## src/rtl/addsub_pkg.sv

```systemverilog
// Shared definitions for the sequential adder/subtractor.
// Holds the FSM state type, mode encodings and chunk-count helpers.
package addsub_pkg;

    typedef enum logic [1:0] {
        ST_IDLE = 2'd0,
        ST_RUN  = 2'd1,
        ST_DONE = 2'd2
    } state_t;

    localparam logic MODE_ADD = 1'b0;
    localparam logic MODE_SUB = 1'b1;

    function automatic int calc_nchunk(input int width, input int chunk);
        return width / chunk;
    endfunction

    // An index register is always at least one bit wide, even for NCHUNK=1.
    function automatic int calc_idx_w(input int nchunk);
        return (nchunk <= 1) ? 1 : $clog2(nchunk);
    endfunction

endpackage

```

## src/rtl/addsub_chunk.sv

```systemverilog
// Combinational CHUNK-bit adder slice with carry in/out.
// Ports: x, y, cin -> s, cout, c_msb (carry into the slice MSB).
module addsub_chunk #(
    parameter int CHUNK = 4
) (
    input  logic [CHUNK-1:0] x,
    input  logic [CHUNK-1:0] y,
    input  logic             cin,
    output logic [CHUNK-1:0] s,
    output logic             cout,
    output logic             c_msb
);

    logic [CHUNK:0] full;

    always_comb begin
        full  = {1'b0, x} + {1'b0, y} + {{CHUNK{1'b0}}, cin};
        s     = full[CHUNK-1:0];
        cout  = full[CHUNK];
        // The sum bit is x^y^carry_in, so the carry into the MSB falls out.
        c_msb = x[CHUNK-1] ^ y[CHUNK-1] ^ full[CHUNK-1];
    end

endmodule

```

## src/rtl/addsub_seq.sv

```systemverilog
// Multi-cycle add/sub, CHUNK bits per clock, LSB first, valid/ready on both sides.
// Ports: clk, rst, in_valid/in_ready, mode, a, b, out_valid/out_ready, sum, cout, ovf.
module addsub_seq
    import addsub_pkg::*;
#(
    parameter int WIDTH = 16,
    parameter int CHUNK = 4
) (
    input  logic             clk,
    input  logic             rst,
    input  logic             in_valid,
    output logic             in_ready,
    input  logic             mode,
    input  logic [WIDTH-1:0] a,
    input  logic [WIDTH-1:0] b,
    output logic             out_valid,
    input  logic             out_ready,
    output logic [WIDTH-1:0] sum,
    output logic             cout,
    output logic             ovf
);

    localparam int NCHUNK = calc_nchunk(WIDTH, CHUNK);
    localparam int IDX_W  = calc_idx_w(NCHUNK);
    localparam logic [IDX_W-1:0] LAST = IDX_W'(NCHUNK - 1);

    state_t           state;
    logic [WIDTH-1:0] a_reg;
    logic [WIDTH-1:0] b_reg;
    logic             carry;
    logic [IDX_W-1:0] idx;

    int               off;
    logic [WIDTH-1:0] a_sh;
    logic [WIDTH-1:0] b_sh;
    logic [WIDTH-1:0] s_ext;
    logic [CHUNK-1:0] cx;
    logic [CHUNK-1:0] cy;
    logic [CHUNK-1:0] cs;
    logic             cc;
    logic             cm;

    assign in_ready  = (state == ST_IDLE);
    assign out_valid = (state == ST_DONE);

    // Shifting the operands down selects the active chunk without
    // a variable part-select.
    always_comb begin
        off   = int'(idx) * CHUNK;
        a_sh  = a_reg >> off;
        b_sh  = b_reg >> off;
        cx    = a_sh[CHUNK-1:0];
        cy    = b_sh[CHUNK-1:0];
        s_ext = '0;
        s_ext[CHUNK-1:0] = cs;
    end

    addsub_chunk #(
        .CHUNK(CHUNK)
    ) u_chunk (
        .x    (cx),
        .y    (cy),
        .cin  (carry),
        .s    (cs),
        .cout (cc),
        .c_msb(cm)
    );

    always_ff @(posedge clk or posedge rst) begin
        if (rst) begin
            state <= ST_IDLE;
            a_reg <= '0;
            b_reg <= '0;
            carry <= 1'b0;
            idx   <= '0;
            sum   <= '0;
            cout  <= 1'b0;
            ovf   <= 1'b0;
        end else begin
            unique case (state)
                ST_IDLE: begin
                    if (in_valid && in_ready) begin
                        a_reg <= a;
                        b_reg <= (mode == MODE_SUB) ? ~b : b;
                        carry <= mode;
                        idx   <= '0;
                        sum   <= '0;
                        state <= ST_RUN;
                    end
                end
                ST_RUN: begin
                    // Result was cleared on accept, so OR-ing places the chunk.
                    sum   <= sum | (s_ext << off);
                    carry <= cc;
                    if (idx == LAST) begin
                        cout  <= cc;
                        ovf   <= cm ^ cc;
                        state <= ST_DONE;
                    end else begin
                        idx <= idx + 1'b1;
                    end
                end
                ST_DONE: begin
                    if (out_ready) begin
                        state <= ST_IDLE;
                    end
                end
                default: state <= ST_IDLE;
            endcase
        end
    end

endmodule
```

## config.mk

```make
export PLATFORM = sky130hd
export DESIGN_NAME = addsub_seq
export DESIGN_NICKNAME = d
export VERILOG_FILES = /design/src/rtl/addsub_pkg.sv /design/src/rtl/addsub_chunk.sv /design/src/rtl/addsub_seq.sv
export SDC_FILE = /design/constraint.sdc
export NUM_CORES = 1
export LEC_CHECK = 0
export ABC_AREA = 1
export CAP_MARGIN = 20
export CORE_ASPECT_RATIO = 0.8
export CORE_MARGIN = 3
export CORE_UTILIZATION = 50
export CTS_CLUSTER_DIAMETER = 120
export DETAILED_ROUTE_END_ITERATION = 10
export DONT_BUFFER_PORTS = 1
export SETUP_SLACK_MARGIN = 0.1
export SLEW_MARGIN = 15
export SYNTH_ARGS = -nofsm -noshare
export SYNTH_HDL_FRONTEND = slang
export SYNTH_SLANG_ARGS = --single-unit
```

## constraint.sdc

```tcl
create_clock -name clk -period 4.56 [get_ports clk]
set_input_delay 0.912 -clock clk [delete_from_list [all_inputs] [get_ports clk]]
set_output_delay 0.912 -clock clk [all_outputs]
set_load 0.1 [all_outputs]
```

After elaboration in Yosys (flattened, before gate mapping)
Cells that the tools add are included.

word-level totals
  flip-flop bits (word level) = 55
  latch bits = 0
  bits in writable memories = 0
  ROM bits = 0
  input bits = 37
  output and inout port bits = 20
  logic and storage cells = 46
  memories = 0

operators by class
  add/subtract/negate cells = 3
  multiply operators = 0
  div/mod/pow operators = 0
  order comparisons = 0
  eq/ne operators = 7
  shifts and indexed selects = 3
  muxes and demuxes = 12
  bitwise operators = 5
  reductions and logical operators = 8

operators by type and width
  cell                 number
  $mux 16              2
  $pmux 16 s2          1
  $shr 16x4->4         2
  $not 16->16          1
  $or 16x16->16        1
  $shl 4x4->16         1
  $mux 2               5
  $pmux 2 s3           1
  $reduce_and 2->1     3
  $reduce_and 3->1     2
  $add 4x4->5          1
  $add 5x1->5          1
  $eq 2x2->1 const B   2
  $ne 2x1->1 const B   2
  $ne 2x2->1 const B   2
  $pmux 2 s2           1
  $xor 1x1->1          3
  $add 2x1->2 const B  1
  $eq 2x1->1 const B   1
  $logic_not 2->1      1
  $pmux 1 s2           1
  $reduce_bool 2->1    1
  $logic_and 1x1->1    1
  $mux 1               1

Logic depth before layout (Yosys ltp)
Gate-level depths: netlist (run 1).

  depth after elaboration = 6
  gate-level depth with buffers = 17
  depth with buffers taken out = 15

Modules after synthesis
A second synthesis (run 1) with hierarchy kept.

second synthesis, totals
  cell total of the unflattened synthesis = 388
  area, all modules = 2969.1 um2

by module, submodules not included
  module        times used  cells an instance  area each (um2)  seq. area each (um2)
  addsub_seq    1           362                2800.2           1376.3
  addsub_chunk  1           26                 168.9            0.0

Worst setup path before layout (run 1)
No wires, ideal clock.

  path kind = reg-to-output
  from = register state[0]
  to = output out_valid
  arrival time = 1688 ps
  required time = 3648 ps
  path slack = 1960 ps
  stages on the path, launching flop included = 2
  path buffers = 0
  cell sequence = dfrtp_1 -> nor2_1

on the way
  longest elaborated chain between the ends = 1

ends and longest elaborated chain
  element                   line              RTL
  start: declaration        addsub_seq.sv:27  state_t state;
  start signal: assignment  addsub_seq.sv:71  state <= ST_IDLE;
  start signal: assignment  addsub_seq.sv:88  state <= ST_RUN;
  start signal: assignment  addsub_seq.sv:98  state <= ST_DONE;
  $eq 2x2->1                addsub_seq.sv:44  assign out_valid = (state == ST_DONE);
  end: declaration          addsub_seq.sv:16  output logic out_valid,

No other way between the ends.

Worst setup path after layout (run 1)
  from = register idx[0]
  to = register ovf

on the way
  longest elaborated chain between the ends = 5
  elaborated cells on any way between the ends = 9
  those cells by class = 2 x add/sub; 1 x eq/ne; 2 x shift; 3 x bitwise; 1 x reduce/logical

ends and longest elaborated chain
  element                          line                                RTL
  start: declaration               addsub_seq.sv:31                    logic [IDX_W-1:0] idx;
  start signal: assignment         addsub_seq.sv:100                   idx <= idx + 1'b1;
  $shr 16x4->4 (on tied branches)  addsub_seq.sv:50, addsub_seq.sv:51
  $add 4x4->5                      addsub_chunk.sv:17                  full = {1'b0, x} + {1'b0, y} + {{CHUNK{1'b0}}, cin};
  $add 5x1->5                      addsub_chunk.sv:17
  $xor 1x1->1                      addsub_chunk.sv:21                  c_msb = x[CHUNK-1] ^ y[CHUNK-1] ^ full[CHUNK-1];
  $xor 1x1->1                      addsub_seq.sv:97                    ovf <= cm ^ cc;
  end signal: assignment           addsub_seq.sv:97
  end: declaration                 addsub_seq.sv:20                    output logic ovf

Several ways; a longest one is shown, not always the timed one.
A chain may end at the register's enable or synchronous reset.

==> metrics.cfg, run 1 <==
[run_status]
status = complete, no violations

[die]
ios = 57
die_w_um = 87.3
core_area_um2 = 5060
dieHeight_um = 71.0
rows = 23
die-area_um2 = 6200
initial_utilization_pct = 52.2

[logic_synthesis]
ys.flop_type = dfrtp_1
ys_seq_elements = 55
synth.yosys.seq_area_share_pct = 52.1
ys_types = 28
synth_area_um2 = 2640
synth_edf_count = 0
postSynth.asyncResetShare_pct = 100
syn_nets = 348
syn_avg_cell_area_um2 = 8.67
yosysWarnings = 0
synth_cells = 305

[critical_path]
crit_required_ns = 4.81
arrival_ns = 2.80
r2r_slack_ns = 2.02
crit_fanout = 21
cp-start-kind = flop
endpoint_kind = flop
path_class = flop to flop

[detailed_routing]
vias = 1908
wl_per_cell_um = 14.5
drt_iter0_markers = 109
remaining_drc_errors = 0
vias_per_cell = 5.27
ant_nets = 0
routed_wl_um = 5240
drtPass1Iterations = 4

[timing]
period_minus_slack_ns = 2.54
finalSetupTns_ns = 0
period_share_pct = 55.8
worst_pin_slew_ns = 1.07
hold_violations = 0
grt_setup_unrepaired = false
clock.fmax_mhz = 393
report.final.slew_viol_count = 0
setup_viol = 0
finalClockSkew_ns = 0.00670
slew_headroom_pct = 28.5

[clock_network]
cts-htree-levels = 2
path_clk_slew_ns = 0.09
cts-buffers-inserted = 5
cts_resized = 0
ctsHoldBuffers = 0
clock_sink_count = 55
cts-root-buf = clkbuf_8
insertion_delay_ns = 0.31
post_cts_buffers = 0
cts_tree = done
cts_buffer_depth = 2

[job]
cap_violations = 0

[layout]
antenna_cells = 0
multi_input_area_um2 = 1100
regArea_um2 = 1380
nets = 342
final_common_cell = nand2_1
mostFrequentLayoutCells = nand2_1 (89), dfrtp_1 (55), o21ai_0 (40)
area_growth_pct = 5.73
drive_gt1_share_pct = 7.33
fillerInstances = 470

[global_route]
overflow = 0
track_usage_pct = 18.5
grt_max_degree = 62
grt_pass1_vias = 1834
grt_pass1_wl_um = 9070
antenna_found_initial = 0

[placement]
port_buffers = 0
dp_hpwl_um = 3650
place_congestion = 0.876

[hold_path]
hp-class = flop to flop

cell families (layout without fill, tap and decap cells):
| logic type | Yosys count | in the layout | synth area share (%) |
|---|---|---|---|
| adders and majority gates | 6 | 6 | 3.41 |
| buffers and inverters | 37 | 32 | 6.29 |
| muxes | 1 | 1 | 0.568 |
| AOI/OAI and AO/OA | 63 | 63 | 13.3 |
| xor gates and xnor gates | 16 | 16 | 5.30 |
| and+or+nand+nor | 127 | 127 | 19.0 |
| DFF | 55 | 55 | 52.1 |
through the flow:
stage	setup slack, ns	area (um^2)	hold WS, ns	std cells	utilization [%]
after floorplan	1.96	2640	0.444	305	-
after global placement	2.12	2660	0.470	354	52.5
after detailed placement	2.03	2660	0.466	354	52.5
after CTS	2.01	2800	0.491	362	55.2
after global routing	1.65	2800	0.514	362	55.2
final	2.02	2800	0.488	362	55.2
metal layers:
layer  global-route usage (%)  vias up  part of all wire, %
met5                        0        -                    0
li1                         -      972                    -
met2                     26.9       40                   43
met4                     6.30        0                  1.3
met1                     26.9      889                   50
met3                     4.89        7                  5.2
cells in the mapped netlist, drive strengths merged (2+ instances only):
master | count | area (um^2)
nand2 | 92 | 353
dfrtp | 55 | 1380
o21ai | 43 | 219
nor2 | 26 | 103
inv | 21 | 78.8
xnor2 | 16 | 140
buf | 13 | 75.1
nand3 | 7 | 35.0
a21oi | 6 | 30.0
o22ai | 6 | 37.5
ha | 4 | 50.1
clkbuf | 3 | 12.5
a31oi | 2 | 12.5
a32o | 2 | 20.0
a32oi | 2 | 17.5
fa | 2 | 40.0
critical path, stage by stage (launching register included):
cell and delay (ns):
dfrtp_1 0.38, inv_1 0.43, o21ai_0 0.15, o22ai_1 0.24, fa_1 0.25, inv_1 0.05, fa_1 0.36, inv_1 0.07
nand2_1 0.08, nand2_1 0.07, nand2_1 0.04, nand2_1 0.13, nor2_1 0.06, nor2_1 0.08, nand2_1 0.05, nand2_1 0.05
path summary, 6_finish.rpt:
check / from / to / cells after the start
max in group asynchronous: rst / a_reg[4]$_DFFE_PP0P_ / 2
min in group asynchronous: rst / sum[6]$_DFFE_PP0P_ / 2
worst max register to register: idx[0]$_DFFE_PP0P_ / ovf$_DFFE_PP0P_ / 15
worst min-delay path: b_reg[11]$_DFFE_PP0P_ / b_reg[11]$_DFFE_PP0P_ / 2
worst max-delay path: idx[0]$_DFFE_PP0P_ / ovf$_DFFE_PP0P_ / 15
worst min register to register: b_reg[11]$_DFFE_PP0P_ / b_reg[11]$_DFFE_PP0P_ / 2
area by class of cell:
class                      count  share of cell area, %
sequential                    55                   49.2
multi-input combinational    213                   39.5
inverter                      21                   2.82
tap                           62                   2.78
clock buffer                   5                   2.46
clock inverter                 3                   2.42
timing repair buffer           3                  0.806
Power of run 1 is not shown: default switching activity piles up to over one toggle a cycle in this logic, so the estimate is an artifact.
==> run 2, diff against run 1 <==
- PLACE_DENSITY: unset -> 0.68
- clock period: 4.56 -> 2 ns (I/O delays scaled with it)
==> run 2 against run 1 <==
  * The flow now finishes with violations (negative setup slack)
  * Highest routed layer unchanged
  * Via count increased by 10%
  * Cell count increased by 9.9%
  * Flip-flop and latch count unchanged
  * Sequential share of layout area decreased by 6.1 points
  * Global-route usage increased by 1.4 points
  * Clock skew down 0.00099 ns
  * Critical path depth shrank 3
  * Critical endpoint is now sum[6]$_DFFE_PP0P_
  * Largest cell class unchanged
  * Non-clock buffer count increased by 36
  * Fmax rose by 19%
==> metrics.cfg, run 2 (synthesized netlist as in run 1, its figures left out) <==
[run_status]
status = complete, but fails checks
violations = negative setup slack

[die]
core_area_um2 = 5060  ; unchanged
die_w_um = 87.3  ; unchanged
ios = 57  ; unchanged
rows = 23  ; unchanged
initial_utilization_pct = 52.2  ; unchanged
dieHeight_um = 71.0  ; unchanged
die-area_um2 = 6200  ; unchanged

[global_route]
grt_max_degree = 45  ; -27%
overflow = 0  ; unchanged
track_usage_pct = 20.0  ; +1.4 points
antenna_found_initial = 0  ; unchanged
grt_pass1_vias = 2160  ; +18%
grt_pass1_wl_um = 9860  ; +8.7%

[detailed_routing]
ant_nets = 0  ; unchanged
drt_iter0_markers = 109  ; unchanged
routed_wl_um = 5910  ; +13%
vias_per_cell = 5.30  ; +0.49%
wl_per_cell_um = 14.8  ; +2.6%
remaining_drc_errors = 0  ; unchanged
drtPass1Iterations = 4  ; unchanged
vias = 2108  ; +10%

[critical_path]
crit_fanout = 6  ; -71%
cpPeakStageDelay_ns = 0.48  ; +0.05 ns
path_class = flop to flop
cp-start-kind = flop
cp_top_family = adder cells
worst_path_max_delay_cell = dfrtp_2
crit_buf_inv = 3  ; unchanged
arrival_ns = 2.33  ; -0.47 ns
endpoint_kind = flop
cp_cell_sequence = buf_4, nor2_2, o22ai_2, fa_2, inv_2, fa_2, inv_2, or2_4, nand2_2, nor2_2, a21oi_1, nor2_1
crit_required_ns = 2.19  ; -2.62 ns

[timing]
slew_headroom_pct = 39.0  ; +11 points
period_share_pct = 107  ; +51 points
worst_slack_ns = -0.144  ; -2.16 ns
worst_pin_slew_ns = 0.914  ; -0.157 ns
clock.fmax_mhz = 466  ; +19%
hold_violations = 0  ; unchanged
setup_viol = 15  ; +15
finalClockSkew_ns = 0.00570  ; -0.000995 ns
report.final.slew_viol_count = 0  ; unchanged
grt_setup_unrepaired = true
period_minus_slack_ns = 2.14  ; -0.399 ns

[clock_network]
cts_buffer_depth = 2  ; unchanged
insertion_delay_ns = 0.30  ; about the same
cts-root-buf = clkbuf_8
clock_sink_count = 55  ; unchanged
cts_tree = done
cts-buffers-inserted = 5  ; unchanged
cts-htree-levels = 2  ; unchanged
ctsHoldBuffers = 0  ; unchanged
path_clk_slew_ns = 0.09  ; about the same

[placement]
dp.cells = 385  ; +8.8%
dp_hpwl_um = 4170  ; +14%
place_congestion = 0.805  ; -8.1%
port_buffers = 0  ; unchanged
dp_slack_ns = -0.181  ; -2.21 ns

[layout]
drive_gt1_share_pct = 28.3  ; +21 points
final_common_cell = nand2_1
mostFrequentLayoutCells = nand2_1 (83), dfrtp_1 (53), buf_4 (35)
regArea_um2 = 1380  ; +0.18%
area_growth_pct = 20.9
multi_input_area_um2 = 1260  ; +14%
final_cells = 398  ; +9.9%
nets = 378  ; +11%
fillerInstances = 446  ; -5.1%
antenna_cells = 0  ; unchanged

[job]
cap_violations = 0  ; unchanged

[hold_path]
hp-class = primary input to async pin

[run 2: changes by cell type in the layout (fill, tap and decap cells not counted), sizes merged]
cell,before,now
buf,3,39
bufinv,2,0
clkbuf,5,7
clkinv,0,1
clkinvlp,1,0
[run 2: stage by stage]
step	hold slack, ns	area, um^2	util [%]	TNS, ns
final	0.00255	3200	63.1	-1.09
after global routing	0.0366	3200	63.1	-2.85
after CTS	0.0174	3070	60.7	-0.707
after detailed placement	0.346	2950	58.2	-1.37
after global placement	0.345	2950	58.2	-0.743
after floorplan	0.444	2730	-	-0.589
[run 2: layout make-up]
type	count	share of cell area, %
clock buffers	7	2.39
multi-input cells	213	39.4
flip-flops and latches	55	43.1
repair buffers	39	9.91
inverters	21	2.62
clock inverters	1	0.157
well taps	62	2.43
[run 2: metal layers]
| metal | share of wire [%] | track usage, % |
|---|---|---|
| met1 | 45 | 26.4 |
| met2 | 49 | 33.0 |
| met3 | 5.3 | 4.54 |
| met4 | 1.5 | 5.45 |
| met5 | 0 | 0 |
[run 2: what timing repair did]
item | in CTS | in global routing
resized for setup | 8 | 33
setup endpoints to repair | 15 | 15
buffers inserted | 2 | 3
pin swaps | 1 | 4
[run 2: worst register-to-register path, cell delays in order, from the launching register on]
cell and delay, ns:
dfrtp_2 0.48, buf_4 0.18, nor2_2 0.10, o22ai_2 0.10, fa_2 0.37, inv_2 0.07
fa_2 0.18, inv_2 0.04, or2_4 0.22, nand2_2 0.06, nor2_2 0.04, a21oi_1 0.13
nor2_1 0.06
[run 2: path summary, 6_finish.rpt]
kind,start,end,slack [ns],cells past startpoint
setup / recovery,idx[0]$_DFFE_PP0P_,sum[6]$_DFFE_PP0P_,-0.14,12
hold / removal,rst,sum[9]$_DFFE_PP0P_,0.003,1
setup reg to reg,idx[0]$_DFFE_PP0P_,sum[6]$_DFFE_PP0P_,-0.14,12
hold reg to reg,a_reg[2]$_DFFE_PP0P_,a_reg[2]$_DFFE_PP0P_,0.49,2
max in group asynchronous,rst,idx[1]$_DFFE_PP0P_,1.44,2
min in group clk,out_ready,state[1]$_DFFE_PP0P_,0.18,1
Power of run 2 is left out for the same reason.
==> run 3, diff against run 2 <==
- PLACE_DENSITY: 0.68 -> 0.66
==> run 3 against run 2 <==
  * The flow still finishes with violations (negative setup slack)
  * Via count decreased by 0.85%
  * Largest cell class unchanged
  * Worst hold slack improved by 0.090 ns
  * Clock skew about the same
  * Worst setup slack improved by 0.0098 ns
  * Die area unchanged
  * Critical endpoint unchanged
  * Sequential share of layout area decreased by 0.70 points
  * Global-route usage decreased by 0.20 points
  * Critical path type unchanged
==> metrics.cfg, run 3 (synthesized netlist as in run 1, its figures left out) <==
[timing]
period_share_pct = 107  ; -0.49 points
period_minus_slack_ns = 2.13  ; -0.00975 ns
worst_slack_ns = -0.134  ; +0.00975 ns
hold_violations = 0  ; unchanged
clock.fmax_mhz = 469  ; +0.46%
finalClockSkew_ns = 0.00612  ; +0.000414 ns
finalSetupTns_ns = -0.676  ; +0.414 ns
report.final.slew_viol_count = 0  ; unchanged
slew_headroom_pct = 38.6  ; -0.46 points
grt_setup_unrepaired = true
worst_pin_slew_ns = 0.921  ; +0.00686 ns
setup_viol = 12  ; -3

[critical_path]
path_class = flop to flop
crit_fanout = 6  ; unchanged
arrival_ns = 2.32  ; about the same
endpoint_kind = flop
cp-start-kind = flop
crit_required_ns = 2.19  ; about the same

[detailed_routing]
remaining_drc_errors = 0  ; unchanged
routed_wl_um = 5830  ; -1.3%
drt_iter0_markers = 122  ; +12%
ant_nets = 0  ; unchanged
vias_per_cell = 5.23  ; -1.3%
drtPass1Iterations = 4  ; unchanged
vias = 2090  ; -0.85%
wl_per_cell_um = 14.6  ; -1.8%

[global_route]
busiest_layer = met2
overflow = 0  ; unchanged
antenna_found_initial = 0  ; unchanged
grt_max_degree = 42  ; -6.7%
grt_pass1_wl_um = 9760  ; -0.98%
use_met3_pct = 5.36  ; +0.81 points
grt_pass1_vias = 2093  ; -3.1%
met2_usage_pct = 30.2  ; -2.8 points
use_met1_pct = 28.4  ; +2.0 points
track_usage_pct = 19.8  ; -0.20 points

[layout]
final_common_cell = nand2_1
area_growth_pct = 22.9
antenna_cells = 0  ; unchanged
mostFrequentLayoutCells = nand2_1 (85), dfrtp_1 (53), buf_4 (38)
drive_gt1_share_pct = 28.7  ; +0.42 points
nets = 380  ; +0.53%

[clock_network]
clock_sink_count = 55  ; unchanged
path_clk_slew_ns = 0.10  ; about the same
insertion_delay_ns = 0.30  ; about the same
cts-htree-levels = 2  ; unchanged
cts-root-buf = clkbuf_8
cts_buffer_depth = 2  ; unchanged
cts_tree = done
cts-buffers-inserted = 5  ; unchanged
ctsHoldBuffers = 0  ; unchanged

[die]
initial_utilization_pct = 52.2  ; unchanged
ios = 57  ; unchanged
die-area_um2 = 6200  ; unchanged
core_area_um2 = 5060  ; unchanged
rows = 23  ; unchanged
die_w_um = 87.3  ; unchanged
dieHeight_um = 71.0  ; unchanged

[job]
cap_violations = 0  ; unchanged

[placement]
port_buffers = 0  ; unchanged
dp_hpwl_um = 4170  ; +0.16%
place_congestion = 0.892  ; +11%

[hold_path]
hp-class = primary input to async pin

[run_status]
violations = negative setup slack
status = complete, but fails checks

==> run 3: cell types whose count changed in the layout (fill, tap and decap cells not counted), moves of 2 or more <==
cell,previous run,this run
buf_4,35,38
buf_6,3,1
clkbuf_1,2,0
nand2_1,83,85
nand2_2,7,5
==> run 3: worst max-delay path, stage by stage (launching register included) <==
cell and delay (ns):
dfrtp_2 0.47, buf_12 0.15, o21ai_2 0.11, o22ai_2 0.09
fa_2 0.38, inv_2 0.07, fa_2 0.18, inv_2 0.04
or2_4 0.22, nand2_1 0.07, nor2_2 0.05, a21oi_2 0.12
nor2_1 0.06
==> run 3: what timing repair did <==
item | 4_1_cts | 5_1_grt
setup endpoints to repair | 15 | 15
pin swaps | 7 | 10
gates resized for setup | 13 | 24
buffers inserted | 3 | 4
==> run 3: final cells by class <==
type	count	area [um^2]
multi-input combinational	213	1260
tap	62	77.6
fill	451	1820
clock inverter	2	35.0
inverter	21	81.3
timing repair buffer	41	337
clock buffer	6	82.6
sequential	55	1380
==> run 3: worst paths after layout <==
path | slack (ns) | to | startpoint | depth (start not counted)
setup / recovery | -0.13 | sum[6]$_DFFE_PP0P_ | idx[0]$_DFFE_PP0P_ | 12
hold / removal | 0.09 | sum[9]$_DFFE_PP0P_ | rst | 1
hold reg to reg | 0.50 | b_reg[1]$_DFFE_PP0P_ | b_reg[1]$_DFFE_PP0P_ | 2
setup reg to reg | -0.13 | sum[6]$_DFFE_PP0P_ | idx[0]$_DFFE_PP0P_ | 12
min in group clk | 0.18 | state[1]$_DFFE_PP0P_ | out_ready | 1
max in group asynchronous | 1.35 | a_reg[14]$_DFFE_PP0P_ | rst | 2
==> run 3: routing by layer <==
layer / part of all wire, % / up-vias
li1: - / 1049
met1: 47 / 987
met2: 46 / 52
met3: 6.1 / 2
met4: 0.45 / 0
met5: 0 / -
==> run 3: metrics by stage <==
step / utilization [%] / hold WS [ns] / cell area [um^2] / std cells / setup WS (ns)
2_1_floorplan: - / 0.444 / 2730 / 305 / -0.133
3_3_place_gp: 58.4 / 0.442 / 2960 / 385 / -0.122
3_5_place_dp: 58.4 / 0.450 / 2960 / 385 / -0.160
4_1_cts: 61.8 / 0.113 / 3130 / 396 / -0.0933
5_1_grt: 64.1 / 0.133 / 3250 / 400 / -0.257
6_report: 64.1 / 0.0922 / 3250 / 400 / -0.134
Power of run 3 is left out for the same reason.
